**config.mk**
```make
export PLATFORM = sky130hd
export DESIGN_NAME = msk_and_hpc2_seq
export DESIGN_NICKNAME = d
export VERILOG_FILES = /design/src/rtl/msk_and_hpc2_seq.sv
export SDC_FILE = /design/constraint.sdc
export NUM_CORES = 1
export LEC_CHECK = 0
export CORE_ASPECT_RATIO = 0.8
export CORE_MARGIN = 5
export CORE_UTILIZATION = 37
export DETAILED_ROUTE_END_ITERATION = 10
export HOLD_SLACK_MARGIN = 0.05
export PLACE_DENSITY = 0.63
export SYNTH_ARGS = -nofsm -noshare
export SYNTH_HDL_FRONTEND = slang
export SYNTH_SLANG_ARGS = --single-unit
```
**constraint.sdc**
```tcl
create_clock -name i_clk -period 3.25 [get_ports i_clk]
set_input_delay 0.4875 -clock i_clk [delete_from_list [all_inputs] [get_ports i_clk]]
set_output_delay 0.4875 -clock i_clk [all_outputs]
set_load 0.01 [all_outputs]
```
**src/rtl/msk_and_hpc2_seq.sv**
```systemverilog
// Bit-serial sequencer feeding one external HPC2 masked AND gadget, one bit per issue slot.
// Define MSK_AND_SEQ_RND_STALL_EN to gate issue on rnd_valid; otherwise issue every RUN cycle.
module msk_and_hpc2_seq #(
  parameter int unsigned d = 2,
  parameter int unsigned W = 8,
  localparam int unsigned R  = d * (d - 1) / 2,
  localparam int unsigned KW = $clog2(W + 1),
  localparam int unsigned IW = (W > 1) ? $clog2(W) : 1
) (
  input  logic           i_clk,
  input  logic           i_rst_n,
  input  logic           i_in_valid,
  output logic           o_in_ready,
  input  logic [W*d-1:0] i_in_a,
  input  logic [W*d-1:0] i_in_b,
  output logic           o_out_valid,
  input  logic           i_out_ready,
  output logic [W*d-1:0] o_out_c,
  input  logic [R-1:0]   i_rnd_in,
  input  logic           i_rnd_valid,
  output logic           o_rnd_ready,
  output logic [d-1:0]   o_g_ina,
  output logic [d-1:0]   o_g_inb,
  output logic [R-1:0]   o_g_rnd,
  input  logic [d-1:0]   i_g_out
);

  typedef enum logic [1:0] {StIdle, StRun, StDrain, StDone} state_e;

  state_e                r_state;
  logic [KW-1:0]         r_k;
  logic [W-1:0][d-1:0]   r_a;
  logic [W-1:0][d-1:0]   r_b;
  logic [W-1:0][d-1:0]   r_c;
  logic                  r_v1;
  logic                  r_v2;
  logic [IW-1:0]         r_idx1;
  logic [IW-1:0]         r_idx2;

  logic                  w_issue;
  logic [IW-1:0]         w_kidx;

  assign w_kidx = r_k[IW-1:0];

`ifdef MSK_AND_SEQ_RND_STALL_EN
  assign w_issue = (r_state == StRun) && (r_k < KW'(W)) && i_rnd_valid;
`else
  logic w_rnd_valid_unused;
  assign w_rnd_valid_unused = i_rnd_valid;
  assign w_issue = (r_state == StRun) && (r_k < KW'(W));
`endif

  assign o_in_ready  = (r_state == StIdle);
  assign o_out_valid = (r_state == StDone);
  assign o_out_c     = r_c;

  // Operand and random shares only leave the block inside their own issue/align slot.
  always_comb begin
    o_g_inb     = '0;
    o_g_rnd     = '0;
    o_rnd_ready = 1'b0;
    o_g_ina     = '0;
    if (w_issue) begin
      o_g_inb     = r_b[w_kidx];
      o_g_rnd     = i_rnd_in;
      o_rnd_ready = 1'b1;
    end
    if (r_v1) begin
      o_g_ina = r_a[r_idx1];
    end
  end

  always_ff @(posedge i_clk or negedge i_rst_n) begin
    if (!i_rst_n) begin
      r_state <= StIdle;
      r_k     <= '0;
      r_a     <= '0;
      r_b     <= '0;
      r_c     <= '0;
      r_v1    <= 1'b0;
      r_v2    <= 1'b0;
      r_idx1  <= '0;
      r_idx2  <= '0;
    end else begin
      // Issue pipeline tracks which bit the gadget is working on in each stage.
      r_v1 <= w_issue;
      if (w_issue) begin
        r_idx1 <= w_kidx;
      end
      r_v2   <= r_v1;
      r_idx2 <= r_idx1;
      if (r_v2) begin
        r_c[r_idx2] <= i_g_out;
      end

      case (r_state)
        StIdle: begin
          if (i_in_valid) begin
            r_a     <= i_in_a;
            r_b     <= i_in_b;
            r_k     <= '0;
            r_state <= StRun;
          end
        end
        StRun: begin
          if (w_issue) begin
            r_k <= r_k + KW'(1);
            if (r_k == KW'(W - 1)) begin
              r_state <= StDrain;
            end
          end
        end
        StDrain: begin
          // No issue here, so both stages are empty after this edge once stage 1 is.
          if (!r_v1) begin
            r_state <= StDone;
          end
        end
        StDone: begin
          if (i_out_ready) begin
            r_state <= StIdle;
          end
        end
        default: r_state <= StIdle;
      endcase
    end
  end

endmodule

```
# Yosys cells after proc, flatten, opt, wreduce, memory -nomap -nowiden
# Index checks and enable logic that the tools add are counted.
# classes
order_cmp,5
n_reduce_logical,7
mux,20
n_addsub,1
eq_ne,9
# op_table
operator,count
2-bit two-way mux,10
16-bit bitwise mux,1
2-bit binary-select mux with 3-bit select,2
3-bit by 4-bit less-than comparator with 1-bit output (second input constant),3
4-bit two-way mux,2
2-bit one-hot mux with 4 select lines,1
4-bit one-hot mux with 2 select lines,1
2-bit demux with 3-bit select,1
2-bit inequality test (second input constant),3
5-bit AND reduction,1
4-bit by 1-bit adder with 4-bit output (second input constant),1
2-bit == test (second input constant),2
4-bit by 3-bit == test with 1-bit output (second input constant),1
4-bit less-than comparator (second input constant),1
2-bit by 1-bit inequality test with 1-bit output (second input constant),2
3-bit by 1-bit >= comparator with 1-bit output (second input constant),1
3-bit AND reduction,1
2-bit by 1-bit == test with 1-bit output (second input constant),1
1-bit logical AND,2
2-bit zero test,1
1-bit two-way mux,2
2-bit AND reduction,1
2-bit nonzero test,1
# word_totals
elab_cells,72
reg_bits,62

# Logic depth before layout (Yosys ltp)
# depth
word_depth,5
mapped_depth,7
mapped_depth_nobuf,6

# Worst setup path after synthesis
# Ideal clock, no wire load.
# synth_path
kind,register to output
from,reg r_state[1]
to,out o_g_inb[0]
path_stages_with_launch,6
n_path_buf,1
t_required_ns,2.762
slack_ns,1.374
t_arrival_ns,1.389
cell_sequence,dfrtp_1 -> inv_1 -> ha_1 -> nand2b_1 -> clkbuf_2 -> nor4_1
# synth_between
elab_chain_cells,3
# synth_rtl
item,line,rtl
"start, declared",30,state_e r_state;
"start signal, assigned",75,r_state <= StIdle;
"start signal, assigned",102,r_state <= StRun;
"start signal, assigned",109,r_state <= StDrain;
2-bit by 1-bit == test with 1-bit output,50,assign w_issue = (r_state == StRun) && (r_k < KW'(W));
1-bit logical AND,50,
2-bit two-way mux,63,if (w_issue) begin
"end, declared",23,"output logic [d-1:0] o_g_inb,"
# Every way passes these cells.

# Final worst setup path
# Ends and elaborated chain as after synthesis.

==> reports/metrics.csv <==
stage,metric,value,unit
place,dpl cells,355,
cts,"Clk pin slew, worst setup/hold paths",70,ps
power,Internal Power,2.40,mW
setup_path,Startpoint Class,flop,
power,Max VDD drop,0.414,mV
place,Port Buffers,62,
power,logic gate share of total power,0.395,
global_route,global-route wire length before repair,9520,um
run_status,status,completed,
cts,post-CTS setup buffers,0,
place,Final HPWL DP,4240,um
yosys,syn nets,253,
cells_and_area,post-route non-filler standard cell count,371,
power,sequential share of power,0.412,
cells_and_area,Area Overhead vs Synth,33.1,%
run,# Max-Cap Violations,0,
cts,CTS tree,done,
cells_and_area,NumNets Final,322,
routing,wire per inst,15.4,um
global_route,Tot GR Track Use,0.131,
routing,vias,1857,
yosys,share of the synthesized area in the top cell type,0.557,
cts,hold_buf cts,0,
floorplan,Die X,107,um
yosys,Synth area leaders,"dfrtp_1, mux2_2, mux4_2",
yosys,cell taking the most area after synthesis,dfrtp_1,
yosys,Synth Instances,207,
sta,Slew headroom,0.526,
routing,drt pass-1 iters,4,
yosys,sequential share of the synthesized area,0.557,
cts,Root Buffer,clkbuf_8,
sta,Final Hold Fails,0,
routing,Vias per Instance,5.01,
yosys,Mapped Area,0.00278,mm^2
floorplan,die height,87.6,um
setup_path,WP data required,2760,ps
power,Net Sw Power,1.10,mW
routing,Detailed Route Iter0 Violations,49,
cts,# resized after CTS,0,
sta,Layout Skew,9.90,ps
place,RePlAce Congestion,0.793,
power,Sw Ratio,0.315,
power,Leak Pwr,1.56,nW
floorplan,I/O pin cnt,64,
hold_path,worst hold path type,primary input to async pin,
global_route,vias in the first global route,1984,
floorplan,core area,0.00736,mm^2
routing,"antenna viol nets, final",0,
setup_path,CP endpoint kind,output port,
cells_and_area,layout cells sized above 1,0.260,
routing,total wire length,5710,um
sta,Fmax,0.349,GHz
power,PnR Total Power,3.50,mW
global_route,initial antenna violation count,0,
cts,Worst-Skew Late Latency,330,ps
sta,Final period util,0.881,
floorplan,initial core utilization,0.378,
power,Pwr Density,944,mW/mm^2
global_route,pin count of the biggest net entering global routing,33,
cts,worst-case clock buffer depth,2,
cts,total CTS buffers,9,
sta,fin. max-slew vios,0,
setup_path,arrival time worst endpoint,2380,ps
routing,drt drc,0,
cts,clock sink count,62,
cells_and_area,Final Core Density,0.504,
setup_path,Worst Path Max Fanout,8,
floorplan,site row count,28,
floorplan,die area,0.00937,mm^2
sta,RSZ-0062 raised after global routing,false,
cts,H-tree depth,3,
cells_and_area,Antenna Cells,0,
yosys,Yosys cell types,32,
power,clock power share,0.193,
global_route,GRT overflow,0,
sta,setup TNS,0,ps
sta,final setup violating endpoints,0,
yosys,Seq cells post-synth,62,
yosys,"Avg Cell Area, Syn",13.4,um^2
sta,Slew @ Worst Pin,712,ps
sta,minimum clock period,2860,ps
setup_path,Setup CP Type,flop to output port,
yosys,Synth warnings,0,
-- cells in the final DEF (no fill, tap or decap), drive strengths merged, types with 2 or more instances in the layout --
cell           count
mux2              49
a211oi             2
nor3               3
nor2               7
nand4b             3
a2111oi            2
nand2             12
mux2i              7
o21ai              6
dfrtp             62
mux4               4
nor2b              7
a22oi              2
clkdlybuf4s50     61
buf                5
inv                7
nor4               2
a21oi              4
ha                 6
a22o               2
nor3b              3
nand2b             3
clkbuf            13
-- critical path, cell delays in order, from the launching register on --
cell,delay [ps]
dfrtp_1,410
inv_1,110
ha_1,280
nand2b_1,230
nor4_1,410
clkdlybuf4s50_1,610
-- kinds of logic after synthesis --
group | Yosys count | share of synthesized area
flip-flops | 62 | 0.557
adder cells (fa/ha/maj) | 6 | 0.0270
buffers and inverters | 15 | 0.0234
multiplexers | 60 | 0.256
AND/OR/NAND/NOR | 43 | 0.0854
AO/OA/AOI/OAI | 21 | 0.0512
-- stage by stage --
| stage | hold slack [ps] | instance area [um^2] | setup slack [ps] |
|---|---|---|---|
| final | 209 | 3700 | 385 |
| after global routing | 263 | 3700 | 229 |
| after CTS | 216 | 3700 | 357 |
| after detailed placement | 447 | 3500 | 758 |
| after global placement | 442 | 3500 | 743 |
| after floorplan | 192 | 2780 | 1370 |
-- cell type report --
class                   count  area, um^2
repair buffers             66         646
clock inverters             3        42.5
fillers                   695        3650
clock buffers              13         159
well taps                  90         113
inverters                   7        26.3
multi-input cells         130        1170
flip-flops and latches     62        1550
-- registers in the layout (all words and copies together), names as in the netlist --
name and cells:
r_v1 1, r_b 16, r_state 2, o_out_c 16
r_k 4, r_idx2 3, r_v2 1, r_a 16
r_idx1 3
-- path summary, 6_finish.rpt --
path / slack, ps / cells past startpoint / from / endpoint
max in group asynchronous: 2340 / 2 / i_rst_n / o_out_c[14]
min: 210 / 1 / i_rst_n / r_state[1]
max reg2reg: 1370 / 6 / r_state[0] / r_state[1]
min reg2reg: 450 / 0 / r_v1 / r_v2
min in group i_clk: 450 / 0 / r_v1 / r_v2
max: 390 / 5 / r_state[1] / o_g_inb[0]
-- cell usage after synthesis --
cell and n:
a2111oi_0 2, a211oi_1 2, a21oi_1 3, a21oi_2 1, a221o_1 1, a22o_1 2
a22oi_1 2, a31oi_1 1, and2_1 1, buf_2 5, clkbuf_1 1, clkbuf_2 2
dfrtp_1 62, ha_1 6, inv_1 7, mux2_1 1, mux2_2 48, mux2i_1 7
mux4_2 4, nand2_1 12, nand2b_1 3, nand3b_1 1, nand4_1 1, nand4b_1 3
nor2_1 7, nor2b_1 6, nor2b_4 1, nor3_1 3, nor3b_1 3, nor4_1 2
o21ai_0 6, o31ai_1 1
-- power by group through the flow --
stage          combinational [mW]  clock [mW]  sequential (mW)
3_3_place_gp                 1.36           0             1.45
4_1_cts                      1.40       0.707             1.45
2_1_floorplan               0.900           0             1.39
5_1_grt                      1.51       0.738             1.50
3_5_place_dp                 1.40           0             1.46
6_report                     1.38       0.677             1.44
-- layer usage --
metal,GRT usage,wire [um]
met5,0,0
met4,0.0534,51
met3,0.0464,360
met2,0.193,2510
met1,0.179,2780
No activity file was read; power rests on OpenSTA's default activity.
